===== src/rtl/psg_mix_pkg.sv =====
// Shared types and weight rules for the PSG stereo mixer.
// Pure definitions; no clocked logic, so no latency.
// No flow control lives here; the mixer handles overrun itself.
package psg_mix_pkg;

    typedef enum logic [1:0] {
        MIX_MONO   = 2'd0,
        MIX_ABC    = 2'd1,
        MIX_ACB    = 2'd2,
        MIX_CUSTOM = 2'd3
    } mix_mode_e;

    typedef enum logic [1:0] {
        ST_IDLE = 2'd0,
        ST_ACC  = 2'd1,
        ST_DONE = 2'd2
    } mix_state_e;

    localparam logic [1:0] W_OFF  = 2'd0;
    localparam logic [1:0] W_HALF = 2'd1;
    localparam logic [1:0] W_FULL = 2'd2;

    localparam logic SIDE_L = 1'b0;
    localparam logic SIDE_R = 1'b1;

    // Weight of one channel on one side. Channels 3 and up are extra tone
    // channels with no fixed stereo position, so the preset layouts put
    // them at half level in the centre. A custom weight of 3 saturates
    // to full so the sum bound on the accumulator still holds.
    function automatic logic [1:0] mix_weight(mix_mode_e mode, logic [3:0] chan,
                                              logic side, logic [1:0] custom_wt);
        logic [1:0] w;
        w = W_FULL;
        case (mode)
            MIX_MONO: w = W_FULL;
            MIX_ABC: begin
                if (chan >= 4'd3)        w = W_HALF;
                else if (side == SIDE_L) w = (chan == 4'd2) ? W_OFF : W_FULL;
                else                     w = (chan == 4'd0) ? W_OFF : W_FULL;
            end
            MIX_ACB: begin
                if (chan >= 4'd3)        w = W_HALF;
                else if (side == SIDE_L) w = (chan == 4'd1) ? W_OFF : W_FULL;
                else                     w = (chan == 4'd0) ? W_OFF : W_FULL;
            end
            MIX_CUSTOM: w = (custom_wt == 2'd3) ? W_FULL : custom_wt;
            default: w = W_FULL;
        endcase
        return w;
    endfunction

endpackage


===== src/rtl/psg_stereo_mixer.sv =====
// Time-multiplexed stereo mixer: snapshot N channel levels, accumulate one per clock.
// Latency: ce_sample at cycle t -> sample_valid/audio at t+NCH+1; one mix per NCH+2 cycles.
// No backpressure: ce_sample while busy (incl. DONE) is dropped and flagged on overrun.
module psg_stereo_mixer
    import psg_mix_pkg::*;
#(
    parameter int NCH   = 3,
    parameter int IN_W  = 8,
    parameter int OUT_W = 16
) (
    input  logic                clk_sys,
    input  logic                reset_n,
    input  logic                ce_sample,
    input  logic [NCH*IN_W-1:0] ch_in,
    input  logic [1:0]          mode,
    input  logic [2*NCH-1:0]    wt_l,
    input  logic [2*NCH-1:0]    wt_r,
    output logic [OUT_W-1:0]    audio_l,
    output logic [OUT_W-1:0]    audio_r,
    output logic                sample_valid,
    output logic                busy,
    output logic                overrun
);

    // Each channel contributes at most 2*max level, so NCH channels fit here.
    localparam int ACC_W = IN_W + $clog2(2 * NCH);
    localparam int IDX_W = (NCH > 1) ? $clog2(NCH) : 1;

    mix_state_e          state_q;
    logic [NCH*IN_W-1:0] ch_q;
    mix_mode_e           mode_q;
    logic [2*NCH-1:0]    wl_q;
    logic [2*NCH-1:0]    wr_q;
    logic [IDX_W-1:0]    idx_q;
    logic [ACC_W-1:0]    acc_l_q;
    logic [ACC_W-1:0]    acc_r_q;
    logic [OUT_W-1:0]    audio_l_q;
    logic [OUT_W-1:0]    audio_r_q;
    logic                valid_q;
    logic                busy_q;
    logic                overrun_q;

    logic [IN_W-1:0]     cur_ch;
    logic [1:0]          cur_wl;
    logic [1:0]          cur_wr;
    logic [1:0]          eff_wl;
    logic [1:0]          eff_wr;
    logic [ACC_W-1:0]    acc_l_d;
    logic [ACC_W-1:0]    acc_r_d;
    logic [OUT_W-1:0]    just_l;
    logic [OUT_W-1:0]    just_r;
    logic                last_ch;

    // Weight <= 2, so the product is a pass-through or a single left shift.
    function automatic logic [ACC_W-1:0] scale(logic [IN_W-1:0] v, logic [1:0] w);
        logic [ACC_W-1:0] t;
        case (w)
            W_OFF:   t = '0;
            W_HALF:  t = ACC_W'(v);
            default: t = ACC_W'(v) << 1;
        endcase
        return t;
    endfunction

    // Select the snapshot level and raw custom weights of the channel being summed.
    always_comb begin
        cur_ch = '0;
        cur_wl = '0;
        cur_wr = '0;
        for (int k = 0; k < NCH; k++) begin
            if (idx_q == IDX_W'(k)) begin
                cur_ch = ch_q[k*IN_W +: IN_W];
                cur_wl = wl_q[2*k +: 2];
                cur_wr = wr_q[2*k +: 2];
            end
        end
    end

    assign eff_wl  = mix_weight(mode_q, 4'(idx_q), SIDE_L, cur_wl);
    assign eff_wr  = mix_weight(mode_q, 4'(idx_q), SIDE_R, cur_wr);
    assign acc_l_d = acc_l_q + scale(cur_ch, eff_wl);
    assign acc_r_d = acc_r_q + scale(cur_ch, eff_wr);
    assign last_ch = (idx_q == IDX_W'(NCH - 1));

    // Left-justify the finished sum into the output width, zero-filling low bits.
    generate
        if (OUT_W >= ACC_W) begin : g_widen
            assign just_l = OUT_W'(acc_l_d) << (OUT_W - ACC_W);
            assign just_r = OUT_W'(acc_r_d) << (OUT_W - ACC_W);
        end else begin : g_trunc
            assign just_l = acc_l_d[ACC_W-1 -: OUT_W];
            assign just_r = acc_r_d[ACC_W-1 -: OUT_W];
        end
    endgenerate

    // Mix sequencer: snapshot on strobe, one channel per clock, publish on the last add.
    always_ff @(posedge clk_sys or negedge reset_n) begin
        if (!reset_n) begin
            state_q   <= ST_IDLE;
            ch_q      <= '0;
            mode_q    <= MIX_MONO;
            wl_q      <= '0;
            wr_q      <= '0;
            idx_q     <= '0;
            acc_l_q   <= '0;
            acc_r_q   <= '0;
            audio_l_q <= '0;
            audio_r_q <= '0;
            valid_q   <= 1'b0;
            busy_q    <= 1'b0;
            overrun_q <= 1'b0;
        end else begin
            valid_q   <= 1'b0;
            overrun_q <= 1'b0;
            case (state_q)
                ST_IDLE: begin
                    if (ce_sample) begin
                        ch_q    <= ch_in;
                        mode_q  <= mix_mode_e'(mode);
                        wl_q    <= wt_l;
                        wr_q    <= wt_r;
                        acc_l_q <= '0;
                        acc_r_q <= '0;
                        idx_q   <= '0;
                        busy_q  <= 1'b1;
                        state_q <= ST_ACC;
                    end
                end
                ST_ACC: begin
                    overrun_q <= ce_sample;
                    acc_l_q   <= acc_l_d;
                    acc_r_q   <= acc_r_d;
                    idx_q     <= idx_q + IDX_W'(1);
                    // Outputs land with the final add so they are visible in DONE.
                    if (last_ch) begin
                        audio_l_q <= just_l;
                        audio_r_q <= just_r;
                        valid_q   <= 1'b1;
                        state_q   <= ST_DONE;
                    end
                end
                ST_DONE: begin
                    overrun_q <= ce_sample;
                    busy_q    <= 1'b0;
                    state_q   <= ST_IDLE;
                end
                default: begin
                    busy_q  <= 1'b0;
                    state_q <= ST_IDLE;
                end
            endcase
        end
    end

    assign audio_l      = audio_l_q;
    assign audio_r      = audio_r_q;
    assign sample_valid = valid_q;
    assign busy         = busy_q;
    assign overrun      = overrun_q;

endmodule


===== config.mk =====
export PLATFORM = sky130hd
export DESIGN_NAME = psg_stereo_mixer
export DESIGN_NICKNAME = d
export VERILOG_FILES = /design/src/rtl/psg_mix_pkg.sv /design/src/rtl/psg_stereo_mixer.sv
export SDC_FILE = /design/constraint.sdc
export NUM_CORES = 1
export LEC_CHECK = 0
export CAP_MARGIN = 20
export CORE_MARGIN = 1.5
export CORE_UTILIZATION = 35
export CTS_BUF_LIST = sky130_fd_sc_hd__clkbuf_8
export CTS_CLUSTER_DIAMETER = 50
export DETAILED_ROUTE_END_ITERATION = 8
export GPL_ROUTABILITY_DRIVEN = 0
export PLACE_DENSITY_LB_ADDON = 0.3
export SETUP_SLACK_MARGIN = 0.2
export SLEW_MARGIN = 20
export SYNTH_ARGS = -nofsm -noshare
export SYNTH_HDL_FRONTEND = slang
export SYNTH_SLANG_ARGS = --single-unit

===== constraint.sdc =====
create_clock -name clk_sys -period 3.7 [get_ports clk_sys]
set_input_delay 0.74 -clock clk_sys [delete_from_list [all_inputs] [get_ports clk_sys]]
set_output_delay 0.74 -clock clk_sys [all_outputs]
set_load 0.005 [all_outputs]

[After elaboration in Yosys (flattened, before gate mapping)]
Index checks and enable logic that the tools add are counted.
Cells by class
  equality and inequality tests: 13
  order comparisons: 1
  reduce and logical (&&, ||, !) cells: 13
  add/sub/neg operators: 3
  bitwise operators: 1
  mux-type cells: 34
Operators with widths (number)
  case mux 11 bit (2 select lines): 2
  case mux 9 bit (2 select lines): 2
  two-way mux 2 bit: 17
  two-way mux 8 bit: 3
  adder 11 bit: 2
  equality test 2 bit, second input constant: 6
  two-way mux 11 bit: 1
  equality test 2 x 1 -> 1 bit, second input constant: 5
  logical NOT 2 bit: 5
  AND reduction 2 bit: 5
  case mux 2 bit (2 select lines): 2
  case mux 2 bit (4 select lines): 1
  case mux 2 bit (3 select lines): 1
  two-way mux 1 bit: 4
  != test 2 bit, second input constant: 2
  OR reduction 2 bit: 2
  adder 2 x 1 -> 2 bit, second input constant: 1
  >= comparator 2 bit, second input constant: 1
  case mux 1 bit (2 select lines): 1
  nonzero test 2 bit: 1
  inverter 1 bit: 1
Storage, ports and cells
  word-level logic and storage cells: 78
  output and inout bits: 35
  flip-flop bits (word level): 89
  input port bits: 41

[Logic depth before layout (Yosys ltp)]
Gate-level depths: netlist of the first run.
  word-level depth: 11
  gate-level depth with buffers: 17
  mapped depth without buffers: 15

[Least setup slack after synthesis of the first run]
OpenSTA, ideal clock, no wires.
  kind: register to register
  from: register idx_q[0]
  to: register acc_r_q[8]
  stages on the path, launching flop included: 18
  library setup time: 69 ps
  required time: 3631 ps
  clock period less this slack: 3172 ps
  arrival: 3103 ps
  slack: 528 ps
  path buffers: 2
  path through: dfrtp_1 > inv_1 > ha_1 > nor2b_2 > buf_6 > a221oi_2 > o21a_2 > buf_6 > nand2_4 > nor2_1 > ha_1 > inv_1 > fa_1 > nand2b_1 > a211oi_1 > nor2b_1 > or4_1 > nand3_1
Between the ends
  longest elaborated chain between the ends: 11
  elaborated cells between the ends (all ways): 20
  those cells by class: 1 x add/sub; 1 x order compare; 4 x eq/ne; 12 x mux; 2 x reduce/logical
RTL lines
  start, declared: RTL line psg_stereo_mixer.sv:34  | logic [IDX_W-1:0] idx_q;
  start signal, assigned: RTL line psg_stereo_mixer.sv:133  | idx_q <= idx_q + IDX_W'(1);
  logical NOT 2 bit: RTL line psg_mix_pkg.sv:39, psg_mix_pkg.sv:44, psg_stereo_mixer.sv:71
  two-way mux 2 bit (3 in series): RTL line psg_stereo_mixer.sv:71  | if (idx_q == IDX_W'(k)) begin
  equality test 2 bit: RTL line psg_mix_pkg.sv:46  | MIX_CUSTOM: w = (custom_wt == 2'd3) ? W_FULL : custom_wt;
  two-way mux 2 bit: RTL line psg_mix_pkg.sv:46
  case mux 2 bit (3 select lines): RTL line psg_mix_pkg.sv:34  | case (mode)
  equality test 2 x 1 -> 1 bit / logical NOT 2 bit (equally long branches): RTL line psg_stereo_mixer.sv:57  | case (w)
  case mux 9 bit (2 select lines) *: RTL line psg_stereo_mixer.sv:57
  adder 11 bit *: RTL line psg_stereo_mixer.sv:82  | assign acc_r_d = acc_r_q + scale(cur_ch, eff_wr);
  case mux 11 bit (2 select lines) *: RTL line psg_stereo_mixer.sv:115  | case (state_q)
  end signal, assigned: RTL line psg_stereo_mixer.sv:132  | acc_r_q <= acc_r_d;
  end, declared: RTL line psg_stereo_mixer.sv:36  | logic [ACC_W-1:0] acc_r_q;
Every way passes the cells marked *; elsewhere a longest branch is shown, timed or not.
A chain may end at the register's enable or synchronous reset.

[Final worst setup path of the first run]
  from: register idx_q[1]
  to: register acc_r_q[8]
Same word-level chain as after synthesis.

==> metrics.yaml, run 1 <==
clk_path_buf_depth: 2
r2r_cells: 15
finalHoldViolations: 0
p_leak_nw: 2.564
postCtsHoldBufs: 0
finalCriticalPeriod_ps: 3365
cts_tree: "done"
worstPathMaxFanout: 16
h-tree-depth: 3
synth-seq-cells: 89
drv_slew: 0
io_pins: 76
dieArea_um2: 14500
clkTransAtPathRegs_ps: 100
max_slew_margin_pct: 30.00
grt_pass1_vias: 3675
drive_gt1_share_pct: 17.90
grt_antenna_before_repair: 0
maxCapViolCount: 0
fin_setup_tns_ps: 0
nFillCells: 1328
layout.nets: 591
synthesis.area_um2: 4825
setup_viol: 0
cp-startpoint: "idx_q[1]$_DFFE_PN0P_"
critPathKind: "reg -> reg"
fin_hold_ws_ps: 314.6
final_common_cell: "dfrtp_1"
hp-class: "in -> async"
ant_nets: 0
critPathLaunchType: "register"
period_share_pct: 90.95
diodes: 0
firstDrtPassIters: 4
reg2reg_from: "idx_q[1]$_DFFE_PN0P_"
dpl_worst_slack_ps: 177.2
synth_top_area_share_pct: 46.16
final_cell_mix: "dfrtp_1, clkdlybuf4s50_1, nand2_1"
dp.cells: 680
area_growth_pct: 21.55
clock-sinks: 89
p_per_area_nw_per_um2: 960.2
status: "completed"
yosys.area.top_type: "dfrtp_1"
numCtsBuffers: 9
synthArstFlopShare_pct: 100.0
syn-instance-count: 456
initial_core_util_pct: 36.15
tightest_slew_ps: 1050
yosysWarnings: 0
synth-edff-count: 0
r2r_end: "acc_r_q[8]$_DFFE_PN0P_"
ys_top_cells_by_area: "dfrtp_1, mux2_2, ha_1, nand2_1, o21ai_0"
grt_max_degree: 39
peakVddDrop_mv: 0.3766
cp.required_ps: 4010
drt-initial-drc-count: 157
avgSynthCellArea_um2: 10.58
drc: 0
vias_per_cell: 5.170
die_w_um: 120.4
yosys.cell_types.count: 46
cp.arrival_ps: 3680
clk_latency_ps: 380
cp-end-kind: "register"
wire_per_inst_um: 15.67
clockRootBuffer: "clkbuf_8"
worst_slack_ps: 335.0
grt_pass1_wl_um: 18340
routed_wl_um: 10990
rsz0062_at_grt: "yes"
vias: 3624
report.power.total_mw: 5.631
reg2reg_slack_ps: 330
crit_path_end: "acc_r_q[8]$_DFFE_PN0P_"
die_y_um: 120.4
synth_flop_cell: "dfrtp_1"
grt.overflow.total: 0
place_hpwl_um: 8069
final_cells: 701
skew_ps: 13.63
max_freq_mhz: 297.2
rows: 42
yosysSeqAreaShare_pct: 46.16
core-area_um2: 13350
grt_util_all_layers_pct: 16.19
portBuffers: 65
==> metal layers <==
layer / global-route usage [%] / part of all wire [%] / vias up
li1: - / - / 1754
met1: 21.20 / 46 / 1752
met2: 25.43 / 46 / 102
met3: 4.292 / 5.1 / 16
met4: 6.691 / 2.2 / 0
met5: 0 / 0 / -
==> state kept, by name, summed over array words and instances, names as in the netlist <==
signal / cells
ch_q: 24
acc_l_q: 11
acc_r_q: 11
audio_l: 11
audio_r: 11
wl_q: 6
wr_q: 6
idx_q: 2
mode_q: 2
state_q: 2
busy: 1
overrun: 1
sample_valid: 1
==> final cells by class <==
type,count,area [µm²],area share [%]
Clock inverter,6,67.56,1.152
Tap cell,176,220.2,3.755
Sequential cell,89,2227,37.98
Timing Repair Buffer,78,749.5,12.78
Clock buffer,10,137.6,2.347
Multi-Input combinational cell,325,2399,40.90
Inverter,17,63.81,1.088
==> worst max-delay path, stage by stage, from the launching register on <==
cell and delay (ps):
dfrtp_1 410, buf_4 150, ha_1 200, buf_6 160, a221oi_2 200, o21a_2 250
nand2_4 100, nor2_1 140, ha_2 200, inv_1 50, fa_1 390, nand2b_1 190
a211oi_2 250, nor2b_2 100, or4_1 400, nand3_1 90
==> report_power, final <==
group          switching (mW)  internal (mW)
registers               0.246           1.39
clock network           0.365          0.333
logic                    1.81           1.48
==> worst min-delay path by stage <==
stage | from | cells past startpoint | slack, ps | end
global route | reset_n | 1 | 340 | busy$_DFFE_PN0P_
detailed placement | audio_r[10]$_DFFE_PN0P_ | 2 | 470 | audio_r[10]$_DFFE_PN0P_
finish | reset_n | 1 | 310 | busy$_DFFE_PN0P_
floorplan | reset_n | 0 | 440 | acc_l_q[0]$_DFFE_PN0P_
CTS | reset_n | 1 | 320 | busy$_DFFE_PN0P_
global placement | audio_r[9]$_DFFE_PN0P_ | 2 | 460 | audio_r[9]$_DFFE_PN0P_
==> cells in the mapped netlist, drive strengths merged, types with 3 or more instances <==
master and n:
nand3 6, or4 4, inv 17, a22o 14, buf 25, and2 4
o21ai 34, a221oi 4, nor2b 3, nand2 55, o22ai 18, a211oi 5
a221o 7, o311a 4, nand4 10, ha 28, xnor2 7, mux2 43
xor2 9, a21oi 29, dfrtp 89, clkbuf 9, nor2 10
==> metrics by stage <==
step                utilization [%]  cell area [µm²]
floorplan                         -             4858
global placement              41.85             5587
detailed placement            41.85             5587
CTS                           43.43             5797
global route                  43.94             5864
finish                        43.94             5864
==> logic make-up after synthesis <==
group	after synthesis	synth area share (%)
muxes	43	10.04
adders and majority gates	30	8.091
AOI/OAI and AO/OA	128	17.61
and+or+nand+nor	98	9.647
buffers and inverters	51	5.472
other	1	0.07773
xor gates and xnor gates	16	2.905
DFF	89	46.16
==> timing repair <==
action	CTS	global route
resized for setup	1	9
hold endpoints to repair	0	0
pin swaps	1	3
setup endpoints to repair	6	14
buffers inserted	0	5
(Power assumes the default switching activity.)
==> run 2, diff against run 1 <==
--- a/config.mk
+++ b/config.mk
@@ -14,6 +14,7 @@
 export GPL_ROUTABILITY_DRIVEN = 0
 export PLACE_DENSITY_LB_ADDON = 0.3
 export SETUP_SLACK_MARGIN = 0.2
+export SKIP_LAST_GASP = 1
 export SLEW_MARGIN = 20
 export SYNTH_ARGS = -nofsm -noshare
 export SYNTH_HDL_FRONTEND = slang
==> results of run 2 <==
No change in the layout: final DEF, timing and power equal those of run 1.
==> run 3, diff against run 2 <==
--- a/config.mk
+++ b/config.mk
@@ -8,11 +8,9 @@
 export CAP_MARGIN = 20
 export CORE_MARGIN = 1.5
 export CORE_UTILIZATION = 35
-export CTS_BUF_LIST = sky130_fd_sc_hd__clkbuf_8
 export CTS_CLUSTER_DIAMETER = 50
 export DETAILED_ROUTE_END_ITERATION = 8
 export GPL_ROUTABILITY_DRIVEN = 0
-export PLACE_DENSITY_LB_ADDON = 0.3
 export SETUP_SLACK_MARGIN = 0.2
 export SKIP_LAST_GASP = 1
 export SLEW_MARGIN = 20
==> run 3 against run 2 <==
  * Clock skew decreased by 3.6 ps
  * Highest routed layer unchanged
  * Hold slack got worse by 18 ps
  * Largest cell class unchanged
  * Non-clock buffer count down 3
  * Largest power group unchanged
==> metrics.yaml, run 3 (synthesis gave the netlist of run 1 again) <==
firstDrtPassIters: 4  # unchanged
clock-sinks: 89  # unchanged
diodes: 0  # unchanged
p_leak_nw: 2.599  # +1.4%
drt-initial-drc-count: 132  # -16%
p_sw_mw: 2.458  # +1.4%
dieArea_um2: 14500  # unchanged
fin_setup_tns_ps: 0  # unchanged
clk_path_buf_depth: 2  # unchanged
critPathKind: "reg -> reg"
skew_ps: 10.03  # -3.602 ps
tightest_slew_ps: 1024  # -26.52 ps
combPwrFrac_pct: 56.5  # -2.0 points
report.power.total_mw: 5.824  # +3.4%
critPathLaunchType: "register"
switching_share_pct: 42.20  # -0.86 points
routed_wl_um: 11280  # +2.7%
setup_viol: 0  # unchanged
die_y_um: 120.4  # unchanged
final_cell_mix: "dfrtp_1, clkdlybuf4s50_1, nand2_1"
cp.arrival_ps: 3610  # -70 ps
vias_per_cell: 5.279  # +2.1%
max_slew_margin_pct: 31.77  # +1.8 points
fin_area_um2: 5937  # +1.2%
maxCapViolCount: 0  # unchanged
cp.required_ps: 3990  # -20 ps
p_clk_share_pct: 14.9  # +2.5 points
grt_max_degree: 39  # unchanged
h-tree-depth: 3  # unchanged
vias: 3685  # +1.7%
finalCriticalPeriod_ps: 3325  # -39.62 ps
peakVddDrop_mv: 0.4070  # +8.1%
internal_power_mw: 3.366  # +5.0%
regMostFlops: "ch_q"
core-area_um2: 13350  # unchanged
max_freq_mhz: 300.7  # +1.2%
rsz0062_at_grt: "yes"
status: "completed"
final_common_cell: "dfrtp_1"
period_share_pct: 89.88  # -1.1 points
drc: 0  # unchanged
final_cells: 698  # -0.43%
drv_slew: 0  # unchanged
rows: 42  # unchanged
layout.nets: 588  # -0.51%
grt_pass1_wl_um: 18710  # +2.0%
grt_pass1_vias: 3815  # +3.8%
cts_tree: "done"
dp.cells: 679  # -0.15%
seq_power_share_pct: 28.5  # -0.6 points
wire_per_inst_um: 16.16  # +3.1%
initial_core_util_pct: 36.15  # unchanged
p_per_area_nw_per_um2: 981.0  # +2.2%
grt_antenna_before_repair: 0  # unchanged
grt_util_all_layers_pct: 16.60  # +0.41 points
drive_gt1_share_pct: 18.20  # +0.29 points
area_growth_pct: 23.05
io_pins: 76  # unchanged
portBuffers: 65  # unchanged
largest_reg_flops: 24  # unchanged
numCtsBuffers: 9  # unchanged
hp-class: "in -> async"
clockRootBuffer: "clkbuf_16"
place_hpwl_um: 8326  # +3.2%
clkTransAtPathRegs_ps: 70  # -30 ps
die_w_um: 120.4  # unchanged
worstPathMaxFanout: 13  # -3
ant_nets: 0  # unchanged
clk_latency_ps: 350  # -30 ps
finalHoldViolations: 0  # unchanged
grt.overflow.total: 0  # unchanged
cp-end-kind: "register"
place_area_um2: 5579  # -0.13%
run 3: per-layer routing:
metal / part of all wire [%] / wire, µm / GRT usage [%]
met1: 46 / 5228 / 21.00
met2: 45 / 5103 / 26.70
met3: 5.5 / 618 / 4.009
met4: 2.9 / 330 / 7.868
met5: 0 / 0 / 0
run 3: worst max-delay path, cell delays in order (launching register included):
cell and delay [ps]:
dfrtp_1 400, inv_1 80, ha_1 230, buf_4 200
a221oi_2 260, o21a_2 210, nand2_4 80, nor2_1 140
ha_1 200, inv_1 60, fa_1 390, nand2b_1 190
a211oi_2 210, nor2b_2 100, or4_1 420, nand3_1 90
run 3: power by group through the flow:
stage / registers [mW] / clock network (mW) / logic, mW
4_1_cts: 1.66 / 0.897 / 3.21
3_3_place_gp: 1.66 / 0 / 3.08
6_report: 1.66 / 0.870 / 3.29
2_1_floorplan: 1.59 / 0 / 2.40
3_5_place_dp: 1.68 / 0 / 3.17
5_1_grt: 1.72 / 0.934 / 3.67
run 3: final timing paths:
path | startpoint | endpoint | slack [ps] | cells after the start
max | idx_q[1]$_DFFE_PN0P_ | audio_r[13]$_DFFE_PN0P_ | 370 | 15
min | reset_n | busy$_DFFE_PN0P_ | 300 | 1
max reg2reg | idx_q[1]$_DFFE_PN0P_ | audio_r[13]$_DFFE_PN0P_ | 370 | 15
min reg2reg | audio_r[8]$_DFFE_PN0P_ | audio_r[8]$_DFFE_PN0P_ | 480 | 2
max in group asynchronous | reset_n | acc_l_q[0]$_DFFE_PN0P_ | 2640 | 2
min in group clk_sys | audio_r[8]$_DFFE_PN0P_ | audio_r[8]$_DFFE_PN0P_ | 480 | 2
run 3: what timing repair did:
item,in CTS,in global routing
endpoints found under the setup margin,3,20
setup buffers,1,2
pin swaps,1,0
hold buffers,0,0
gates resized for setup,1,11
run 3: cell type report:
type | count | area, µm²
fill | 1300 | 7411
multi-input combinational | 325 | 2419
sequential | 89 | 2227
timing repair buffer | 75 | 723.2
clock buffer | 12 | 256.5
tap | 176 | 220.2
inverter | 17 | 63.81
clock inverter | 4 | 27.53
run 3: per-stage QoR:
step,setup WS (ps),hold slack [ps],util [%]
2_1_floorplan,528.4,444.4,-
3_3_place_gp,308.7,460.8,41.80
3_5_place_dp,159.9,465.9,41.80
4_1_cts,203.4,304.9,44.03
5_1_grt,173.7,329.0,44.48
6_report,374.6,296.9,44.48
